## src/rtl/decode_stage.sv

```systemverilog
// Decode stage: turns the FD instruction into a control word, reads two
// operands from the 8-entry register file (written by writeback) and
// registers everything into the decode/execute (DE) pipeline register.
module decode_stage #(
  parameter int DATA_WIDTH = 16
) (
  input  logic                  clk,
  input  logic                  reset,
  input  logic [15:0]           instruction,
  input  logic                  write_enable,
  input  logic [2:0]            write_address,
  input  logic [DATA_WIDTH-1:0] write_data,
  input  logic                  stall,
  input  logic                  flush,
  output logic [10:0]           control_signals_out,
  output logic [DATA_WIDTH-1:0] read_data1_out,
  output logic [DATA_WIDTH-1:0] read_data2_out,
  output logic [2:0]            write_add_out,
  output logic [2:0]            function_out
);

  typedef enum logic [2:0] {
    TYPE_NOP    = 3'b000,
    TYPE_ALUREG = 3'b001,
    TYPE_ALUIMM = 3'b010,
    TYPE_LOAD   = 3'b011,
    TYPE_STORE  = 3'b100,
    TYPE_BRANCH = 3'b101,
    TYPE_IO     = 3'b110,
    TYPE_STACK  = 3'b111
  } instrType_e;

  // Control word bit positions
  localparam int MEM_WRITE = 10;
  localparam int MEM_READ  = 9;
  localparam int MEM_TO_REG = 8;
  localparam int REG_WRITE = 7;
  localparam int BRANCH    = 6;
  localparam int IN_BIT    = 5;
  localparam int OUT_BIT   = 4;
  localparam int STACK_OP  = 3;
  localparam int PUSH      = 2;
  localparam int ALU_SRC   = 1;
  localparam int ALU_OP    = 0;

  instrType_e instrType;
  logic [2:0] rsrc1;
  logic [2:0] rdst;
  logic [2:0] rsrc2;
  logic [2:0] func;
  logic       unusedBit;

  assign instrType = instrType_e'(instruction[15:13]);
  assign rsrc1     = instruction[12:10];
  assign rdst      = instruction[9:7];
  assign rsrc2     = instruction[6:4];
  assign func      = instruction[2:0];
  assign unusedBit = instruction[3];

  logic [10:0]           controlWord;
  logic [DATA_WIDTH-1:0] regFile [8];
  logic [DATA_WIDTH-1:0] readData1;
  logic [DATA_WIDTH-1:0] readData2;

  // Combinational decode of the instruction type into the control word
  always_comb begin
    controlWord = '0;
    unique case (instrType)
      TYPE_NOP: ;
      TYPE_ALUREG: begin
        controlWord[REG_WRITE] = 1'b1;
        controlWord[ALU_OP]    = 1'b1;
      end
      TYPE_ALUIMM: begin
        controlWord[REG_WRITE] = 1'b1;
        controlWord[ALU_OP]    = 1'b1;
        controlWord[ALU_SRC]   = 1'b1;
      end
      TYPE_LOAD: begin
        controlWord[MEM_READ]   = 1'b1;
        controlWord[MEM_TO_REG] = 1'b1;
        controlWord[REG_WRITE]  = 1'b1;
        controlWord[ALU_SRC]    = 1'b1;
      end
      TYPE_STORE: begin
        controlWord[MEM_WRITE] = 1'b1;
        controlWord[ALU_SRC]   = 1'b1;
      end
      TYPE_BRANCH: begin
        controlWord[BRANCH] = 1'b1;
      end
      TYPE_IO: begin
        if (func[0]) begin
          controlWord[OUT_BIT] = 1'b1;
        end else begin
          controlWord[IN_BIT]    = 1'b1;
          controlWord[REG_WRITE] = 1'b1;
        end
      end
      TYPE_STACK: begin
        controlWord[STACK_OP] = 1'b1;
        if (func[0]) begin
          controlWord[MEM_READ]   = 1'b1;
          controlWord[MEM_TO_REG] = 1'b1;
          controlWord[REG_WRITE]  = 1'b1;
        end else begin
          controlWord[PUSH]      = 1'b1;
          controlWord[MEM_WRITE] = 1'b1;
        end
      end
      default: ;
    endcase
  end

  // Register file write port; R0 is an ordinary writable register
  always_ff @(posedge clk or negedge reset) begin
    if (!reset) begin
      for (int i = 0; i < 8; i++) begin
        regFile[i] <= '0;
      end
    end else if (write_enable) begin
      regFile[write_address] <= write_data;
    end
  end

  // Read ports with write-through so a same-cycle writeback is seen
  always_comb begin
    readData1 = regFile[rsrc1];
    readData2 = regFile[rsrc2];
    if (write_enable && (write_address == rsrc1)) begin
      readData1 = write_data;
    end
    if (write_enable && (write_address == rsrc2)) begin
      readData2 = write_data;
    end
  end

  // DE pipeline register: flush inserts a bubble in control only, stall holds all
  always_ff @(posedge clk or negedge reset) begin
    if (!reset) begin
      control_signals_out <= '0;
      read_data1_out      <= '0;
      read_data2_out      <= '0;
      write_add_out       <= '0;
      function_out        <= '0;
    end else if (flush) begin
      control_signals_out <= '0;
      read_data1_out      <= readData1;
      read_data2_out      <= readData2;
      write_add_out       <= rdst;
      function_out        <= func;
    end else if (!stall) begin
      control_signals_out <= controlWord;
      read_data1_out      <= readData1;
      read_data2_out      <= readData2;
      write_add_out       <= rdst;
      function_out        <= func;
    end
  end

endmodule

```

## config.mk

```make
export PLATFORM = sky130hd
export DESIGN_NAME = decode_stage
export DESIGN_NICKNAME = d
export VERILOG_FILES = /design/src/rtl/decode_stage.sv
export SDC_FILE = /design/constraint.sdc
export NUM_CORES = 1
export LEC_CHECK = 0
export BUFFER_PORTS_ARGS = -buffer_cell sky130_fd_sc_hd__buf_2
export CORE_UTILIZATION = 45
export DETAILED_ROUTE_END_ITERATION = 12
export GPL_ROUTABILITY_DRIVEN = 0
export RECOVER_POWER = 100
export SYNTH_ARGS = -nofsm -noshare
export SYNTH_HDL_FRONTEND = slang
export SYNTH_SLANG_ARGS = --single-unit
```

## constraint.sdc

```tcl
create_clock -name clk -period 1.5 [get_ports clk]
set_input_delay 0.075 -clock clk [delete_from_list [all_inputs] [get_ports clk]]
set_output_delay 0.075 -clock clk [all_outputs]
set_load 0.01 [all_outputs]
```

==> flow_metrics.env, run 1 <==
export IMPL_status="finished with violations"
export IMPL_failed_checks="setup timing"
export IMPL_final_design_area_no_fill_um2=10600
export IMPL_core_region_area_um2=19500
export IMPL_final_hold_violation_count=0
export IMPL_fp_dieW_um=143
export IMPL_via_count=5810
export IMPL_multiInputGateArea_um2=4200
export IMPL_setup_violations_final=3
export IMPL_final_nets=757
export IMPL_synth_edff_count=0
export IMPL_synth_area_leaders="sky130_fd_sc_hd__dfrtp_1 (49%), sky130_fd_sc_hd__mux2_2 (16%), sky130_fd_sc_hd__mux4_2 (16%)"
export IMPL_synth_main_ff_cell="sky130_fd_sc_hd__dfrtp_1"
export IMPL_wl_mm=22.4
export IMPL_grt_first_pass_wirelength_mm=34.9
export IMPL_instances_no_fill=995
export IMPL_synth_top_cell_area_share_pct=49.1
export IMPL_routed_wire_length_per_instance_um=22.6
export IMPL_detailedRoute_firstPassIterationCount=5
export IMPL_grt_start_max_net_pins=45
export IMPL_fin_worst_hold_slack_ns=0.0131
export IMPL_critical_path_arrival_ns=1.82
export IMPL_power_leakage_nw=4.53
export IMPL_timing_slew_headroom_pct=24.5
export IMPL_fin_crit_sh_pct=101
export IMPL_async_set_reset_flop_share_out_of_synthesis_pct=100
export IMPL_flow_area_growth_from_synthesis_pct=18.0
export IMPL_setup_ws_ns=-0.0167
export IMPL_synth_top_area_cell="sky130_fd_sc_hd__dfrtp_1"
export IMPL_finalMaxSlewViolations=0
export IMPL_critical_path_peak_fanout=14
export IMPL_number_of_antenna_violations_at_the_first_check_in_global_routing=0
export IMPL_drive_above_1_share_pct=43.0
export IMPL_critical_path_required_ns=1.80
export IMPL_htree_num_levels=4
export IMPL_end_kind="flip-flop"
export IMPL_max_clock_freq_mhz=659
export IMPL_io_buffer_count=87
export IMPL_grt_total_usage_pct=23.4
export IMPL_rows=51
export IMPL_worst_setup_hold_path_clk_slew_ns=0.07
export IMPL_tritoncts="yes"
export IMPL_avg_synthesized_cell_area_um2=14.7
export IMPL_dpl_instance_area_um2=10000
export IMPL_final_core_utilization_pct=54.2
export IMPL_critical_path_class="in -> reg"
export IMPL_clock_period_minus_final_worst_setup_slack_ns=1.52
export IMPL_antenna_left=0
export IMPL_cp_cell_sequence="clkbuf_1, nand2b_1, nor3b_1, clkbuf_2, mux2_2"
export IMPL_critPathLaunchType="input port"
export IMPL_grt_setup_unrepaired="yes"
export IMPL_dominant_cell_by_count_in_the_synthesized_netlist="sky130_fd_sc_hd__dfrtp_1"
export IMPL_layout_area_seq_um2=4400
export IMPL_drt_vias_per_instance=5.84
export IMPL_synth_common_cells="sky130_fd_sc_hd__dfrtp_1 (176), sky130_fd_sc_hd__mux2_2 (128), sky130_fd_sc_hd__mux4_2 (64)"
export IMPL_cts_buffer_depth=2
export IMPL_synth_warning_count=0
export IMPL_die_area_um2=20500
export IMPL_insertion_delay_ns=0.43
export IMPL_start_util_pct=46.0
export IMPL_antennaDiodeCount=0
export IMPL_peak_supply_drop_v=0.000858
export IMPL_holdCritPathClass="in -> reg"
export IMPL_setup_tns_final_ns=-0.0262
export IMPL_power_density_nw_per_um2=1370
export IMPL_synth_seq_area_share_pct=49.1
export IMPL_drc=0
export IMPL_clock_skew_after_layout_ns=0.0105
export IMPL_die_h_um=143
export IMPL_worst_path_largest_cell_delay_ns=0.54
export IMPL_clk_root_buffer_cell="sky130_fd_sc_hd__clkbuf_16"
export IMPL_grt_ovfl_total=0
export IMPL_syn_instance_count=610
export IMPL_place_hpwl_mm=14.1
export IMPL_mappedNetlistNets=650
export IMPL_vias_in_the_first_global_route=6079
export IMPL_fillCellCount=1657
export IMPL_ys_ff_latch=176
export IMPL_ioPinCount=89
export IMPL_place_detailed_instances=950
export IMPL_max_slew_worst_pin_slew_ns=1.13
export IMPL_post_synth_num_cell_types=32
export IMPL_crit_slowest_cell="sky130_fd_sc_hd__clkbuf_2"
export IMPL_ctsResizeCount=0
export IMPL_detail_route_iter0_violations=300
export IMPL_drv_max_cap_violation_count=0
export IMPL_numCtsBuffers=17
export IMPL_combined_area_of_all_synthesized_cells_um2=8970
export IMPL_clock_sinks=176
-- layout by cell type (no fill, tap or decap), types with 2 or more instances in the layout --
| cell type | instances |
|---|---|
| sky130_fd_sc_hd__buf_2 | 40 |
| sky130_fd_sc_hd__nand2b_1 | 5 |
| sky130_fd_sc_hd__dfrtp_1 | 176 |
| sky130_fd_sc_hd__nor2_1 | 39 |
| sky130_fd_sc_hd__xor2_2 | 2 |
| sky130_fd_sc_hd__nand4b_1 | 4 |
| sky130_fd_sc_hd__inv_1 | 2 |
| sky130_fd_sc_hd__dlygate4sd3_1 | 12 |
| sky130_fd_sc_hd__mux4_2 | 64 |
| sky130_fd_sc_hd__clkbuf_8 | 4 |
| sky130_fd_sc_hd__nor3_1 | 6 |
| sky130_fd_sc_hd__a221o_1 | 32 |
| sky130_fd_sc_hd__bufinv_16 | 4 |
| sky130_fd_sc_hd__clkbuf_2 | 9 |
| sky130_fd_sc_hd__nor4_4 | 2 |
| sky130_fd_sc_hd__clkinv_2 | 4 |
| sky130_fd_sc_hd__buf_4 | 20 |
| sky130_fd_sc_hd__mux2_2 | 128 |
| sky130_fd_sc_hd__clkbuf_1 | 56 |
| sky130_fd_sc_hd__clkbuf_16 | 17 |
| sky130_fd_sc_hd__nand2_1 | 27 |
| sky130_fd_sc_hd__o41ai_4 | 2 |
| sky130_fd_sc_hd__mux2i_1 | 35 |
| sky130_fd_sc_hd__nor3b_1 | 3 |
| sky130_fd_sc_hd__xor2_1 | 3 |
| sky130_fd_sc_hd__a21oi_1 | 9 |
| sky130_fd_sc_hd__buf_12 | 13 |
-- kinds of logic after synthesis --
| kind of cell | share of synthesized area (%) |
|---|---|
| flops | 49.1 |
| simple gates | 5.00 |
| buf+inv | 3.90 |
| compound gates | 4.94 |
| xor+xnor | 1.06 |
| mux | 36.0 |
-- repair_timing --
item,in CTS,in global routing
setup endpoints to repair,0,12
hold buffers,12,0
setup buffers,0,1
endpoints found under the hold margin,125,0
-- sequential cells by signal (all words and copies together) (netlist names) --
name	cells
read_data2_out	16
write_add_out	3
control_signals_out	10
function_out	3
read_data1_out	16
regFile	128
-- where the power goes --
group	switching, mW	total [mW]	internal (mW)
Combinational	1.30	3.20	1.90
Clock	1.85	4.81	2.96
Sequential	0.744	6.53	5.78
Total	3.89	14.5	10.6
-- metal layers --
layer | vias up | share of wire, % | global-route usage, %
li1 | 2525 | - | -
met1 | 3083 | 46 | 32.3
met2 | 179 | 48 | 37.8
met3 | 23 | 4.7 | 4.09
met4 | 0 | 1.3 | 7.05
met5 | - | 0 | 0
-- final cells by class --
cell class / instances / area share [%]
inverter: 2 / 0.0709
timing repair buffer: 151 / 9.52
sequential: 176 / 41.6
clock inverter: 10 / 1.48
tap: 265 / 3.13
multi-input combinational: 369 / 39.7
clock buffer: 22 / 4.57
-- worst max-delay path: cells and delay by family --
| family | cells | cell delay [ns] |
|---|---|---|
| mux | 1 | 0.41 |
| simple gates | 2 | 0.57 |
| buf+inv | 2 | 0.75 |
-- per-stage QoR --
step	worst slack (ns)	power (mW)
after detailed placement	-0.168	9.90
after floorplan	-0.0165	8.72
final	-0.0167	14.5
after global placement	-0.160	9.75
after global routing	-0.0495	15.3
after CTS	0.0138	14.7
-- path summary, 6_finish.rpt --
kind	slack, ns	end	cells after the start	startpoint
max	-0.02	regFile[93]	5	write_address[2]
max in group asynchronous	0.18	regFile[106]	3	reset
min in group asynchronous	0.41	regFile[127]	2	reset
max reg2reg	0.02	read_data2_out[0]	4	regFile[32]
min reg2reg	0.48	write_add_out[1]	2	write_add_out[1]
min	0.01	read_data1_out[15]	2	write_data[15]
(Power assumes the default switching activity.)
==> inputs of run 2 (changes only) <==
- CORE_UTILIZATION: 45 -> 54
- GPL_TIMING_DRIVEN: unset -> 0
- PLACE_DENSITY: unset -> 0.74
- SKIP_CTS_REPAIR_TIMING: unset -> 1
==> flow_metrics.env, run 2 (synthesis results as in run 1) <==
export IMPL_status="finished with violations"
export IMPL_failed_checks="hold timing, setup timing"
export IMPL_critical_path_peak_fanout=3
export IMPL_met1Wirelength_mm=9.14
export IMPL_finalMaxSlewViolations=0
export IMPL_flow_area_growth_from_synthesis_pct=13.5
export IMPL_critical_path_class="reg -> reg"
export IMPL_grt_setup_unrepaired="yes"
export IMPL_timing_slew_headroom_pct=35.4
export IMPL_worst_setup_hold_path_clk_slew_ns=0.06
export IMPL_grt_start_max_net_pins=90
export IMPL_fin_crit_sh_pct=102
export IMPL_final_hold_violation_count=1
export IMPL_fin_worst_hold_slack_ns=-0.0162
export IMPL_holdCritPathClass="in -> reg"
export IMPL_critical_path_required_ns=1.82
export IMPL_start_util_pct=55.9
export IMPL_cp_cell_sequence="mux4_2, mux2i_1, nor2_1, a221o_1"
export IMPL_register_bank_with_the_most_flops="regFile"
export IMPL_grt_first_pass_wirelength_mm=33.4
export IMPL_clock_sinks=176
export IMPL_drive_above_1_share_pct=38.1
export IMPL_htree_num_levels=4
export IMPL_die_h_um=131
export IMPL_highest_signal_layer="met4"
export IMPL_clock_period_minus_final_worst_setup_slack_ns=1.54
export IMPL_cts_buffer_depth=2
export IMPL_wl_mm=21.7
export IMPL_number_of_antenna_violations_at_the_first_check_in_global_routing=0
export IMPL_drc=0
export IMPL_detail_route_iter0_violations=331
export IMPL_crit_slowest_cell="sky130_fd_sc_hd__mux4_2"
export IMPL_drt_vias_per_instance=6.17
export IMPL_drv_max_cap_violation_count=0
export IMPL_dpl_instance_area_um2=9580
export IMPL_vias_in_the_first_global_route=5964
export IMPL_grt_ovfl_total=0
export IMPL_antenna_left=0
export IMPL_place_hpwl_mm=14.6
export IMPL_clock_skew_after_layout_ns=0.00584
export IMPL_routed_wire_length_per_instance_um=23.4
export IMPL_final_design_area_no_fill_um2=10200
export IMPL_largest_register_ff_count=128
export IMPL_numCtsBuffers=17
export IMPL_tritoncts="yes"
export IMPL_max_slew_worst_pin_slew_ns=0.969
export IMPL_max_clock_freq_mhz=650
export IMPL_critPathLaunchType="flip-flop"
export IMPL_peak_supply_drop_v=0.000772
export IMPL_detailedRoute_firstPassIterationCount=5
export IMPL_fp_dieW_um=131
export IMPL_cp_num_buf_inv=0
export IMPL_mostFrequentLayoutCells="sky130_fd_sc_hd__dfrtp_1 (176), sky130_fd_sc_hd__mux2_2 (127), sky130_fd_sc_hd__clkbuf_1 (70)"
export IMPL_crit_path_max_delay_family="multiplexers"
export IMPL_insertion_delay_ns=0.44
export IMPL_reg_top3="regFile (128), read_data1_out (16), read_data2_out (16)"
export IMPL_power_leakage_nw=4.29
export IMPL_setup_violations_final=6
export IMPL_final_nets=738
export IMPL_core_region_area_um2=16100
export IMPL_worst_path_largest_cell_delay_ns=0.50
export IMPL_ioPinCount=89
export IMPL_final_core_utilization_pct=63.4
export IMPL_routed_wl_met3_mm=1.09
export IMPL_met2WireLength_mm=11.0
export IMPL_clk_root_buffer_cell="sky130_fd_sc_hd__clkbuf_16"
export IMPL_setup_ws_ns=-0.0375
export IMPL_critical_path_arrival_ns=1.85
export IMPL_antennaDiodeCount=0
export IMPL_io_buffer_count=59
export IMPL_die_area_um2=17100
export IMPL_mostFrequentLayoutCell="sky130_fd_sc_hd__dfrtp_1"
export IMPL_grt_total_usage_pct=27.0
export IMPL_fillCellCount=1236
export IMPL_power_density_nw_per_um2=1390
export IMPL_rows=46
export IMPL_via_count=5715
export IMPL_end_kind="flip-flop"
run 2: cell types whose count changed in the layout (fill, tap and decap cells not counted), moves of 3 or more:
| cell | previous run | this run |
|---|---|---|
| sky130_fd_sc_hd__buf_2 | 40 | 15 |
| sky130_fd_sc_hd__buf_1 | 0 | 18 |
| sky130_fd_sc_hd__clkbuf_1 | 56 | 70 |
| sky130_fd_sc_hd__buf_12 | 13 | 0 |
| sky130_fd_sc_hd__buf_4 | 20 | 11 |
| sky130_fd_sc_hd__buf_6 | 1 | 7 |
| sky130_fd_sc_hd__dlygate4sd3_1 | 12 | 7 |
| sky130_fd_sc_hd__clkinv_2 | 4 | 1 |
run 2: final timing paths:
path	startpoint	slack, ns	to	cells past startpoint
max	regFile[34]	-0.04	read_data2_out[2]	4
min	instruction[15]	-0.02	control_signals_out[10]	3
max in group asynchronous	reset	0.19	regFile[104]	3
min reg2reg	function_out[0]	0.47	function_out[0]	2
max reg2reg	regFile[34]	-0.04	read_data2_out[2]	4
min in group asynchronous	reset	0.23	read_data2_out[4]	2
run 2: metal layers:
layer	GRT usage, %	vias up
met3	4.68	42
met5	0.294	-
met4	10.3	0
met1	35.1	2994
met2	45.4	188
li1	-	2491
run 2: cell type report:
class,instances,area (um2),share of cell area (%)
clock buffer,28,517,5.07
timing repair buffer,69,342,3.35
buffer,63,345,3.39
tap,216,270,2.65
clock inverter,4,72.6,0.713
sequential,176,4400,43.2
multi-input combinational,369,4230,41.5
inverter,2,7.51,0.0737
run 2: worst reg2reg max path: stages, from the launching register on:
cell,delay (ns)
sky130_fd_sc_hd__dfrtp_1,0.38
sky130_fd_sc_hd__mux4_2,0.50
sky130_fd_sc_hd__mux2i_1,0.18
sky130_fd_sc_hd__nor2_1,0.07
sky130_fd_sc_hd__a221o_1,0.28
run 2: per-stage QoR:
| step | total power [mW] | setup slack (ns) | hold WS, ns | std cells | setup TNS, ns |
|---|---|---|---|---|---|
| floorplan | 8.72 | -0.0165 | -0.221 | 610 | -0.129 |
| global placement | 9.55 | -2.23 | 0.278 | 885 | -418.46 |
| detailed placement | 9.80 | -0.483 | 0.130 | 886 | -29.67 |
| CTS | 14.2 | -0.0588 | -0.322 | 918 | -0.483 |
| global route | 14.8 | -0.0720 | 0.0133 | 927 | -3.42 |
| finish | 14.2 | -0.0375 | -0.0162 | 927 | -0.0842 |
run 2: where the power goes:
part | switching [mW] | internal [mW] | total (mW)
Sequential | 0.731 | 5.78 | 6.52
Combinational | 1.37 | 1.83 | 3.19
Clock | 1.78 | 2.68 | 4.46
